### src/rtl/display_pkg.sv
// Shared types, segment table and helpers for the multiplexed score display.
package display_pkg;

  // All segments off (active-low pins).
  localparam logic [6:0] SEG_BLANK = 7'h7F;

  // One packed decimal digit.
  typedef logic [3:0] bcd_t;

  // Sequential binary-to-BCD converter states.
  typedef enum logic [1:0] {
    CONV_IDLE   = 2'd0,
    CONV_LOAD   = 2'd1,
    CONV_SHIFT  = 2'd2,
    CONV_COMMIT = 2'd3
  } conv_state_t;

  // Active-low {g,f,e,d,c,b,a} patterns for the digits 0..9.
  localparam logic [6:0] SEG_TABLE [0:9] = '{
    7'b1000000, 7'b1111001, 7'b0100100, 7'b0110000, 7'b0011001,
    7'b0010010, 7'b0000010, 7'b1111000, 7'b0000000, 7'b0010000
  };

  // Digit to segment pattern; non-decimal codes show nothing.
  function automatic logic [6:0] bcd_to_seg(input bcd_t d);
    logic [6:0] s;
    s = SEG_BLANK;
    if (d <= 4'd9) s = SEG_TABLE[d];
    return s;
  endfunction

  // 10^n, used for the saturation threshold.
  function automatic int pow10(input int n);
    int r;
    r = 1;
    for (int i = 0; i < n; i++) r = r * 10;
    return r;
  endfunction

endpackage

### src/rtl/bin2bcd_seq.sv
// Bit-serial double-dabble converter: one bit per cycle, saturating to all 9s
// when the value does not fit in DIGITS_PER_FIELD decimal digits.
//
// Handshake: while start is high the converter loops LOAD -> SHIFT -> COMMIT.
// value is sampled only on the LOAD cycle; done is high for exactly the COMMIT
// cycle, and bcd/saturated are valid (and final) only while done is high.
module bin2bcd_seq
  import display_pkg::*;
#(
  parameter int VAL_W            = 7,
  parameter int DIGITS_PER_FIELD = 2
) (
  input  logic                              clk,
  input  logic                              rst_n,
  input  logic                              start,
  input  logic [VAL_W-1:0]                  value,
  output logic                              done,
  output bcd_t [DIGITS_PER_FIELD-1:0]       bcd,
  output logic                              saturated,
  output conv_state_t                       dbg_state
);

  localparam int          CNT_W = $clog2(VAL_W + 1);
  localparam int          SR_W  = 4 * DIGITS_PER_FIELD + VAL_W;
  localparam logic [31:0] LIMIT = 32'(pow10(DIGITS_PER_FIELD));

  conv_state_t                     state, state_nxt;
  logic [VAL_W-1:0]                bin_sr;
  bcd_t [DIGITS_PER_FIELD-1:0]     bcd_sr;
  bcd_t [DIGITS_PER_FIELD-1:0]     adj;
  logic [SR_W-1:0]                 shifted;
  logic [CNT_W-1:0]                bit_cnt;
  logic                            sat;
  logic [31:0]                     value_ext;

  assign value_ext = 32'(value);

  // State register.
  always_ff @(posedge clk or negedge rst_n) begin
    if (!rst_n) state <= CONV_IDLE;
    else        state <= state_nxt;
  end

  // Next-state logic: IDLE only right after reset, then a fixed-length loop.
  always_comb begin
    state_nxt = state;
    case (state)
      CONV_IDLE:   if (start) state_nxt = CONV_LOAD;
      CONV_LOAD:   state_nxt = CONV_SHIFT;
      CONV_SHIFT:  if (bit_cnt == CNT_W'(VAL_W - 1)) state_nxt = CONV_COMMIT;
      CONV_COMMIT: state_nxt = start ? CONV_LOAD : CONV_IDLE;
      default:     state_nxt = CONV_IDLE;
    endcase
  end

  // Add-3 correction on every digit >= 5 before the next shift.
  always_comb begin
    adj = bcd_sr;
    for (int i = 0; i < DIGITS_PER_FIELD; i++) begin
      if (bcd_sr[i] >= 4'd5) adj[i] = bcd_sr[i] + 4'd3;
    end
  end

  // Upper digits are dropped; the lower digits stay exact (value mod 10^D),
  // and anything that overflows them is replaced by all 9s at commit.
  assign shifted = {adj, bin_sr} << 1;

  // Datapath: sample on LOAD, one shift-and-add-3 step per SHIFT cycle.
  always_ff @(posedge clk or negedge rst_n) begin
    if (!rst_n) begin
      bin_sr  <= '0;
      bcd_sr  <= '0;
      bit_cnt <= '0;
      sat     <= 1'b0;
    end else begin
      case (state)
        CONV_LOAD: begin
          bin_sr  <= value;
          bcd_sr  <= '0;
          bit_cnt <= '0;
          sat     <= (value_ext >= LIMIT);
        end
        CONV_SHIFT: begin
          bcd_sr  <= shifted[SR_W-1:VAL_W];
          bin_sr  <= shifted[VAL_W-1:0];
          bit_cnt <= bit_cnt + CNT_W'(1);
        end
        default: ;
      endcase
    end
  end

  assign done      = (state == CONV_COMMIT);
  assign saturated = sat;
  assign bcd       = sat ? {DIGITS_PER_FIELD{4'd9}} : bcd_sr;
  assign dbg_state = state;

endmodule

### src/rtl/score_display_mux.sv
// Multiplexed seven-segment scan driver for NUM_FIELDS decimal values, with
// round-robin BCD conversion, leading-zero blanking, per-field blink and a
// frame tick.
module score_display_mux
  import display_pkg::*;
#(
  parameter int NUM_FIELDS       = 2,
  parameter int DIGITS_PER_FIELD = 2,
  parameter int VAL_W            = 7,
  parameter int REFRESH_DIV      = 8192,
  parameter int BLINK_LOG2       = 24
) (
  input  logic                                   clk,
  input  logic                                   rst_n,
  input  logic [NUM_FIELDS*VAL_W-1:0]            values,
  input  logic                                   blank_lz,
  input  logic [NUM_FIELDS-1:0]                  blink_mask,
  output logic [NUM_FIELDS*DIGITS_PER_FIELD-1:0] an,
  output logic [6:0]                             seg,
  output logic                                   frame_tick
);

  localparam int ND   = NUM_FIELDS * DIGITS_PER_FIELD;
  localparam int FI_W = (NUM_FIELDS > 1) ? $clog2(NUM_FIELDS) : 1;
  localparam int P_W  = (ND > 1) ? $clog2(ND) : 1;
  localparam int R_W  = $clog2(REFRESH_DIV);

  logic [FI_W-1:0]                  fidx;
  logic [VAL_W-1:0]                 cur_value;
  logic                             conv_done;
  logic                             conv_sat;
  bcd_t [DIGITS_PER_FIELD-1:0]      conv_bcd;
  conv_state_t                      conv_state;

  bcd_t [DIGITS_PER_FIELD-1:0]      disp     [NUM_FIELDS];
  bcd_t [DIGITS_PER_FIELD-1:0]      disp_nxt [NUM_FIELDS];

  logic [R_W-1:0]                   ref_cnt, ref_nxt;
  logic                             ref_last;
  logic [P_W-1:0]                   pos, pos_nxt;
  logic [BLINK_LOG2:0]              blink_cnt, blink_nxt;
  logic                             blink_phase;
  logic [ND-1:0]                    an_nxt;
  logic [6:0]                       seg_nxt;
  logic                             zero_run;

  assign cur_value = values[fidx*VAL_W +: VAL_W];

  bin2bcd_seq #(
    .VAL_W            (VAL_W),
    .DIGITS_PER_FIELD (DIGITS_PER_FIELD)
  ) u_conv (
    .clk       (clk),
    .rst_n     (rst_n),
    .start     (1'b1),
    .value     (cur_value),
    .done      (conv_done),
    .bcd       (conv_bcd),
    .saturated (conv_sat),
    .dbg_state (conv_state)
  );

  // A commit only ever happens from the COMMIT state with a legal payload.
  always @(posedge clk) begin
    if (rst_n && conv_done)
      assert (conv_state == CONV_COMMIT &&
              (!conv_sat || conv_bcd == {DIGITS_PER_FIELD{4'd9}}));
  end

  // Digit registers as they will be after this edge (commit bypass).
  always_comb begin
    disp_nxt = disp;
    if (conv_done) disp_nxt[fidx] = conv_bcd;
  end

  // Field round-robin and atomic per-field digit update.
  always_ff @(posedge clk or negedge rst_n) begin
    if (!rst_n) begin
      fidx <= '0;
      disp <= '{default: '0};
    end else begin
      disp <= disp_nxt;
      if (conv_done) fidx <= (fidx == FI_W'(NUM_FIELDS - 1)) ? '0 : fidx + FI_W'(1);
    end
  end

  // Refresh divider, scan position and blink counter next values.
  always_comb begin
    ref_last    = (ref_cnt == R_W'(REFRESH_DIV - 1));
    ref_nxt     = ref_last ? '0 : ref_cnt + R_W'(1);
    pos_nxt     = pos;
    if (ref_last) pos_nxt = (pos == P_W'(ND - 1)) ? '0 : pos + P_W'(1);
    blink_nxt   = blink_cnt + 1'b1;
    blink_phase = blink_nxt[BLINK_LOG2];
  end

  // Counter registers.
  always_ff @(posedge clk or negedge rst_n) begin
    if (!rst_n) begin
      ref_cnt   <= '0;
      pos       <= '0;
      blink_cnt <= '0;
    end else begin
      ref_cnt   <= ref_nxt;
      pos       <= pos_nxt;
      blink_cnt <= blink_nxt;
    end
  end

  // Anode and segment pattern for the position being shown after this edge.
  always_comb begin
    an_nxt          = '1;
    an_nxt[pos_nxt] = 1'b0;
    seg_nxt         = SEG_BLANK;
    zero_run        = 1'b1;
    for (int f = 0; f < NUM_FIELDS; f++) begin
      zero_run = 1'b1;
      for (int d = DIGITS_PER_FIELD - 1; d >= 0; d--) begin
        zero_run = zero_run && (disp_nxt[f][d] == 4'd0);
        if (pos_nxt == P_W'(f * DIGITS_PER_FIELD + d)) begin
          if ((blink_mask[f] && blink_phase) || (blank_lz && zero_run && d != 0))
            seg_nxt = SEG_BLANK;
          else
            seg_nxt = bcd_to_seg(disp_nxt[f][d]);
        end
      end
    end
  end

  // Output registers; tick marks the cycle anode 0 turns on for a new frame.
  always_ff @(posedge clk or negedge rst_n) begin
    if (!rst_n) begin
      an         <= '1;
      seg        <= SEG_BLANK;
      frame_tick <= 1'b0;
    end else begin
      an         <= an_nxt;
      seg        <= seg_nxt;
      frame_tick <= (pos_nxt == '0) && an[0];
    end
  end

endmodule
### config.mk
export PLATFORM = sky130hd
export DESIGN_NAME = score_display_mux
export DESIGN_NICKNAME = d
export VERILOG_FILES = /design/src/rtl/display_pkg.sv /design/src/rtl/bin2bcd_seq.sv /design/src/rtl/score_display_mux.sv
export SDC_FILE = /design/constraint.sdc
export NUM_CORES = 1
export LEC_CHECK = 0
export CORE_MARGIN = 8
export CORE_UTILIZATION = 64
export DETAILED_ROUTE_END_ITERATION = 8
export PLACE_DENSITY = 0.91
export SYNTH_ARGS = -nofsm -noshare
export SYNTH_HDL_FRONTEND = slang
export SYNTH_HIERARCHICAL = 1
export SYNTH_SLANG_ARGS = --single-unit
### constraint.sdc
create_clock -name clk -period 5.8 [get_ports clk]
set_clock_uncertainty 0.2 [all_clocks]
set_input_delay 1.16 -clock clk [delete_from_list [all_inputs] [get_ports clk]]
set_output_delay 1.16 -clock clk [all_outputs]
set_load 0.01 [all_outputs]
==> out/results.ini, run 1 <==
[worst_setup_path]
crit_chain=nand2b_1 > mux2i_1 > inv_1 > ha_1 > or2_2 > a21oi_1 > nor2_1 > a31o_2 > o32ai_1
endpoint_kind=register
worstSetupPathType=register to register
r2r-end=seg[5]
crit_path_start_kind=register
max_stage_delay_ns=0.67
worstPathArrival_ns=3.54
rrSetupSlack_ns=2.34
crit_slowest_cell=nand2b_1
rr_startpoint=fidx
critPathMaxFanout=15
cp.required_ns=5.88
rr_worst_depth=9

[timing]
relSlewSlack=0.498
tns_ns=0
hold_violations=0
setup_violations=0
tightest_slew_ns=0.753
timing.final.crit_share=0.597
min_period_ns=3.46
fmax_mhz=289
rsz0062_at_grt=false
drv_slew=0

[power]
p_clk_frac=0.212
pwr-share-seq=0.383
p_leak_nw=2.68
power_per_cell_area_mw_per_mm2=374
power.internal_mw=1.32
combPwrFrac=0.405
ir_drop_mv=0.245
p_switching_uw=803
p_sw_frac=0.379
finalPower_mw=2.12

[grt]
grt_pass1_vias=3869
grt_pass1_wl_um=18600
track_usage=0.205
antenna_found_initial=0
overflow=0
grt_max_degree=62

[layout]
area_growth_syn_to_layout_pct=11.7
multi_input_area_sq_mm=0.00264
fin_area_sq_mm=0.00567
num_antenna_cells=0
nNetsFinal=576
most-common-layout-cells=dfrtp_1, nand2_1, nor2_1, ha_1, inv_1
register_area_sq_mm=0.00227
layoutNonFillerInstCount=630
final_common_cell=dfrtp_1
drive_above_1_share=0.136
fillers=516

[floorplan]
die_area_sq_mm=0.0110
die-height_um=105
die_w_um=105
io_pins=31
row_count=32
core_sq_mm=0.00773
initial_utilization=0.657

[job]
drv_cap=0

[yosys]
syn_inst=488
synthFlopType=dfrtp_1
synth.avg_cell_area_sq_um=10.4
ys_seq_elements=90
async_reset_ff_frac=1.00
syn_area_sq_mm=0.00508
synth_warnings=6
synth_cell_types=66
seq_area_frac_synth=0.446
synth_edf_count=0

[status]
status=finished clean

[clocking]
h-tree-depth=3
cts.reportedPaths.clkPinSlew_ns=0.09
cts_tree=yes
postCtsHoldBufs=0
root_buffer=clkbuf_8
cts_made_buffers=9
clock-sinks=90
cts_resized=0
clk_latency_ns=0.37
cts_setup_buffers=0
cts_max_path_buffers=2

[routing]
antenna_left=0
finalWirelength_um=10900
drt_iter0_drc=215
detailedRoute.firstPassIterationCount=6
remaining_drc_errors=0
vias_per_cell=6.07
wl_per_cell_um=17.3
vias=3822

[place]
dp.final_hpwl_um=7920
dpl_cell_area_sq_mm=0.00546
dp.cells=614
routabilityCongestion=0.936
port_buffers=30

[worst_hold_path]
hold_depth=1
hold_end=blink_cnt[4]
hp-start=blink_cnt[4]
hp-class=register to register

-- power groups by stage --
stage / Clock, mW / Sequential [mW] / Combinational (mW)
5_1_grt: 0.485 / 0.824 / 0.948
3_5_place_dp: 0 / 0.821 / 0.836
6_report: 0.450 / 0.813 / 0.858
2_1_floorplan: 0 / 0.802 / 0.655
4_1_cts: 0.461 / 0.812 / 0.850
3_3_place_gp: 0 / 0.813 / 0.803
-- per-layer routing --
metal	vias to the layer above	GRT usage	routed length (um)
met5	-	0	0
met4	0	0.0866	278
met3	30	0.0393	549
met2	128	0.336	5320
met1	1874	0.261	4740
li1	1790	-	-
-- worst max-delay path: cells and delay by family (launching register included) --
| kind | cells | cell delay (ns) |
|---|---|---|
| fa+ha+maj | 1 | 0.25 |
| compound gates | 3 | 0.59 |
| mux | 1 | 0.47 |
| simple gates | 3 | 1.09 |
| flops | 1 | 0.64 |
| buf+inv | 1 | 0.14 |
-- metrics by stage --
| stage | util | worst slack [ns] | hold slack (ns) |
|---|---|---|---|
| after detailed placement | 0.706 | 2.42 | 0.266 |
| after floorplan | - | 2.78 | 0.238 |
| after global placement | 0.706 | 2.56 | 0.257 |
| final | 0.734 | 2.34 | 0.280 |
| after global routing | 0.734 | 2.10 | 0.312 |
| after CTS | 0.734 | 2.39 | 0.282 |
-- area by class of cell --
cell class              instances  area share
repair buffers                 31      0.0538
clock buffers                  10      0.0243
flip-flops and latches         90       0.399
multi-input cells             360       0.466
well taps                     102      0.0225
clock inverters                 6      0.0137
inverters                      31      0.0205
-- flip-flops by register name, summed over array words and instances (netlist names), 2 cells and up --
name,count
u_conv/bit_cnt,3
an,4
seg,7
disp,16
pos,2
ref_cnt,13
u_conv/bcd_sr,8
blink_cnt,25
u_conv/dbg_state,2
u_conv/bin_sr,7
-- cell families (layout without fill, tap and decap cells) --
kind of cell	Yosys count	count (layout)	synth area share
AO/OA/AOI/OAI	88	88	0.121
flip-flops	90	90	0.446
other	1	2	0.000738
multiplexers	36	36	0.0771
adder cells (fa/ha/maj)	34	34	0.0837
buffers and inverters	39	78	0.0342
XOR/XNOR	35	35	0.0603
AND/OR/NAND/NOR	165	165	0.176
-- synthesized netlist by cell type (3+ instances only) --
| library cell | count | area [sq um] |
|---|---|---|
| ha_1 | 34 | 425 |
| mux2_2 | 12 | 135 |
| nor2_1 | 34 | 128 |
| and3_1 | 10 | 62.6 |
| xor2_1 | 12 | 105 |
| mux2i_2 | 3 | 41.3 |
| buf_2 | 4 | 20.0 |
| nand2_1 | 39 | 146 |
| o21ai_0 | 16 | 80.1 |
| nor3b_1 | 3 | 22.5 |
| nand4_1 | 9 | 56.3 |
| o32ai_1 | 3 | 26.3 |
| a211oi_1 | 3 | 22.5 |
| inv_1 | 30 | 113 |
| mux2i_1 | 20 | 200 |
| dfstp_2 | 11 | 289 |
| nand2b_1 | 8 | 50.1 |
| o21a_1 | 3 | 22.5 |
| and4_1 | 4 | 35.0 |
| or3_1 | 3 | 18.8 |
| o31ai_1 | 7 | 52.6 |
| nand3_1 | 20 | 100 |
| o22ai_1 | 4 | 25.0 |
| a311o_1 | 3 | 30.0 |
| or2_2 | 9 | 56.3 |
| a22oi_1 | 3 | 22.5 |
| a21oi_1 | 17 | 85.1 |
| dfrtp_1 | 79 | 1980 |
| nor2b_1 | 5 | 31.3 |
| a31o_2 | 3 | 26.3 |
| nor3_1 | 8 | 40.0 |
| xnor2_1 | 23 | 201 |
-- worst max path at each step --
stage / start / to / slack [ns] / depth (start not counted)
after global placement: fidx / seg[5] / 2.56 / 9
after detailed placement: fidx / seg[5] / 2.42 / 9
after global routing: fidx / seg[6] / 2.10 / 9
after CTS: fidx / seg[5] / 2.39 / 9
final: fidx / seg[5] / 2.34 / 9
after floorplan: u_conv/dbg_state[0] / seg[5] / 2.78 / 12
No activity file was read; power rests on OpenSTA's default activity.
==> run 2: changes to the inputs <==
CORE_UTILIZATION = 60   (was 64)
PLACE_DENSITY = 0.86   (was 0.91)
clock period = 3.4 ns   (was 5.8 ns; I/O delays follow)
==> run 2 against run 1 <==
Effect of this change:
- count of clock-buffer cells in the layout stayed put
- utilization is 3.4 points lower
- highest routed layer unchanged
- sequential share of layout area is 0.55 points lower
- first-iteration DRC count is 2.8% lower
- critical endpoint is now seg[3]
- critical path depth is 1 higher
==> out/results.ini, run 2 (synthesis results as in run 1) <==
[worst_setup_path]
worstSetupPathType=register to register
crit_path_start_kind=register
cp.required_ns=3.45  ; -2.43 ns
rr_startpoint=u_conv/dbg_state[0]
critPathMaxFanout=6  ; -9
endpoint_kind=register
rr_worst_depth=10  ; +1
crit_path_start=u_conv/dbg_state[0]
worstPathArrival_ns=3.17  ; -0.37 ns

[place]
routabilityCongestion=1.01  ; +7.5%
dp.final_hpwl_um=7830  ; -1.1%
port_buffers=30  ; unchanged

[job]
drv_cap=0  ; unchanged

[floorplan]
row_count=33  ; +3.1%
die_area_sq_mm=0.0117  ; +5.6%
die_w_um=108  ; +2.8%
core_sq_mm=0.00822  ; +6.3%
io_pins=31  ; unchanged
die-height_um=108  ; +2.8%
initial_utilization=0.618  ; -0.0391

[power]
combPwrFrac=0.413  ; +0.008
p_clk_frac=0.221  ; +0.009
p_switching_mw=1.38  ; +72%
power_per_cell_area_mw_per_mm2=645  ; +73%
power.internal_mw=2.33  ; +77%
p_leak_nw=2.73  ; +1.6%
pwr-share-seq=0.366  ; -0.017
ir_drop_mv=0.490  ; +100%
p_sw_frac=0.371  ; -0.00730

[layout]
largest-register=blink_cnt
fillers=588  ; +14%
drive_above_1_share=0.147  ; +0.0110
num_antenna_cells=0  ; unchanged
register_area_sq_mm=0.00227  ; unchanged
most-common-layout-cells=dfrtp_1, nand2_1, nor2_1, ha_1, inv_1
utilization=0.700  ; -0.0341
area_growth_syn_to_layout_pct=13.3
multi_input_area_sq_mm=0.00264  ; unchanged
nNetsFinal=584  ; +1.4%
largest_register_ffs=25  ; unchanged
final_common_cell=dfrtp_1
top_regs=blink_cnt (25), disp (16), ref_cnt (13)

[grt]
antenna_found_initial=0  ; unchanged
grt_max_degree=49  ; -21%
grt_pass1_vias=3865  ; -0.10%
grt_pass1_wl_um=18200  ; -2.0%
track_usage=0.194  ; -0.0115
overflow=0  ; unchanged

[clocking]
cts_max_path_buffers=2  ; unchanged
cts.reportedPaths.clkPinSlew_ns=0.10  ; about the same
h-tree-depth=3  ; unchanged
root_buffer=clkbuf_8
cts_tree=yes
cts_setup_buffers=0  ; unchanged
clock-sinks=90  ; unchanged
cts_made_buffers=9  ; unchanged
cts_resized=0  ; unchanged
clk_latency_ns=0.37  ; about the same
postCtsHoldBufs=0  ; unchanged

[timing]
hold_violations=0  ; unchanged
tns_ns=0  ; unchanged
relSlewSlack=0.496  ; -0.00189
rsz0062_at_grt=false
setup_violations=0  ; unchanged
drv_slew=0  ; unchanged
tightest_slew_ns=0.756  ; +0.00283 ns
fmax_mhz=320  ; +11%
min_period_ns=3.12  ; -0.339 ns
timing.final.crit_share=0.918  ; +0.321

[routing]
detailedRoute.firstPassIterationCount=5  ; -1
antenna_left=0  ; unchanged
vias_per_cell=6.01  ; -1.0%
remaining_drc_errors=0  ; unchanged
wl_per_cell_um=16.6  ; -4.1%
drt_iter0_drc=209  ; -2.8%
finalWirelength_um=10600  ; -2.4%
vias=3850  ; +0.73%

[worst_hold_path]
hp-class=input pin to asynchronous set/reset pin

[status]
status=finished clean

## run 2: layer usage
layer,global-route usage,share of wire,up-vias
li1,-,-,1803
met1,0.243,0.44,1896
met2,0.311,0.48,116
met3,0.0434,0.050,35
met4,0.0922,0.028,0
met5,0,0,-
## run 2: power groups by stage
stage / clock (mW) / sequential [mW] / combinational [mW]
2_1_floorplan: 0 / 1.37 / 1.12
3_3_place_gp: 0 / 1.37 / 1.44
3_5_place_dp: 0 / 1.38 / 1.50
4_1_cts: 0.828 / 1.36 / 1.51
5_1_grt: 0.872 / 1.38 / 1.69
6_report: 0.820 / 1.36 / 1.53
## run 2: worst paths after layout
path                                  to  slack (ns)
max reg2reg                       seg[3]        0.28
max in group asynchronous   blink_cnt[2]        2.29
max                               seg[3]        0.28
min reg2reg                blink_cnt[20]        0.28
min                              disp[8]        0.07
min in group clk           blink_cnt[20]        0.28
## run 2: cell type report
cell class / count / area share
tap: 105 / 0.0228
inverter: 31 / 0.0202
clock inverter: 6 / 0.0157
sequential: 90 / 0.394
multi-input combinational: 360 / 0.460
timing repair buffer: 39 / 0.0657
clock buffer: 10 / 0.0222
## run 2: per-stage QoR
stage / area, sq um / power [mW] / cells / worst slack (ns) / hold slack (ns)
2_1_floorplan: 5080 / 2.49 / 489 / 0.379 / 0.184
3_3_place_gp: 5540 / 2.81 / 625 / 0.502 / 0.253
3_5_place_dp: 5540 / 2.88 / 625 / 0.354 / 0.267
4_1_cts: 5750 / 3.70 / 641 / 0.309 / 0.0974
5_1_grt: 5750 / 3.94 / 641 / 0.0904 / 0.112
6_report: 5750 / 3.71 / 641 / 0.279 / 0.0725
## run 2: critical path, cell delays in order (launching register included)
cell and delay, ns:
dfrtp_1 0.41, ha_1 0.31, nand2b_1 0.29, mux2i_1 0.47
inv_1 0.16, ha_1 0.26, nor2_1 0.13, o21a_1 0.19
or3_4 0.16, nor3_1 0.05, o32ai_1 0.37
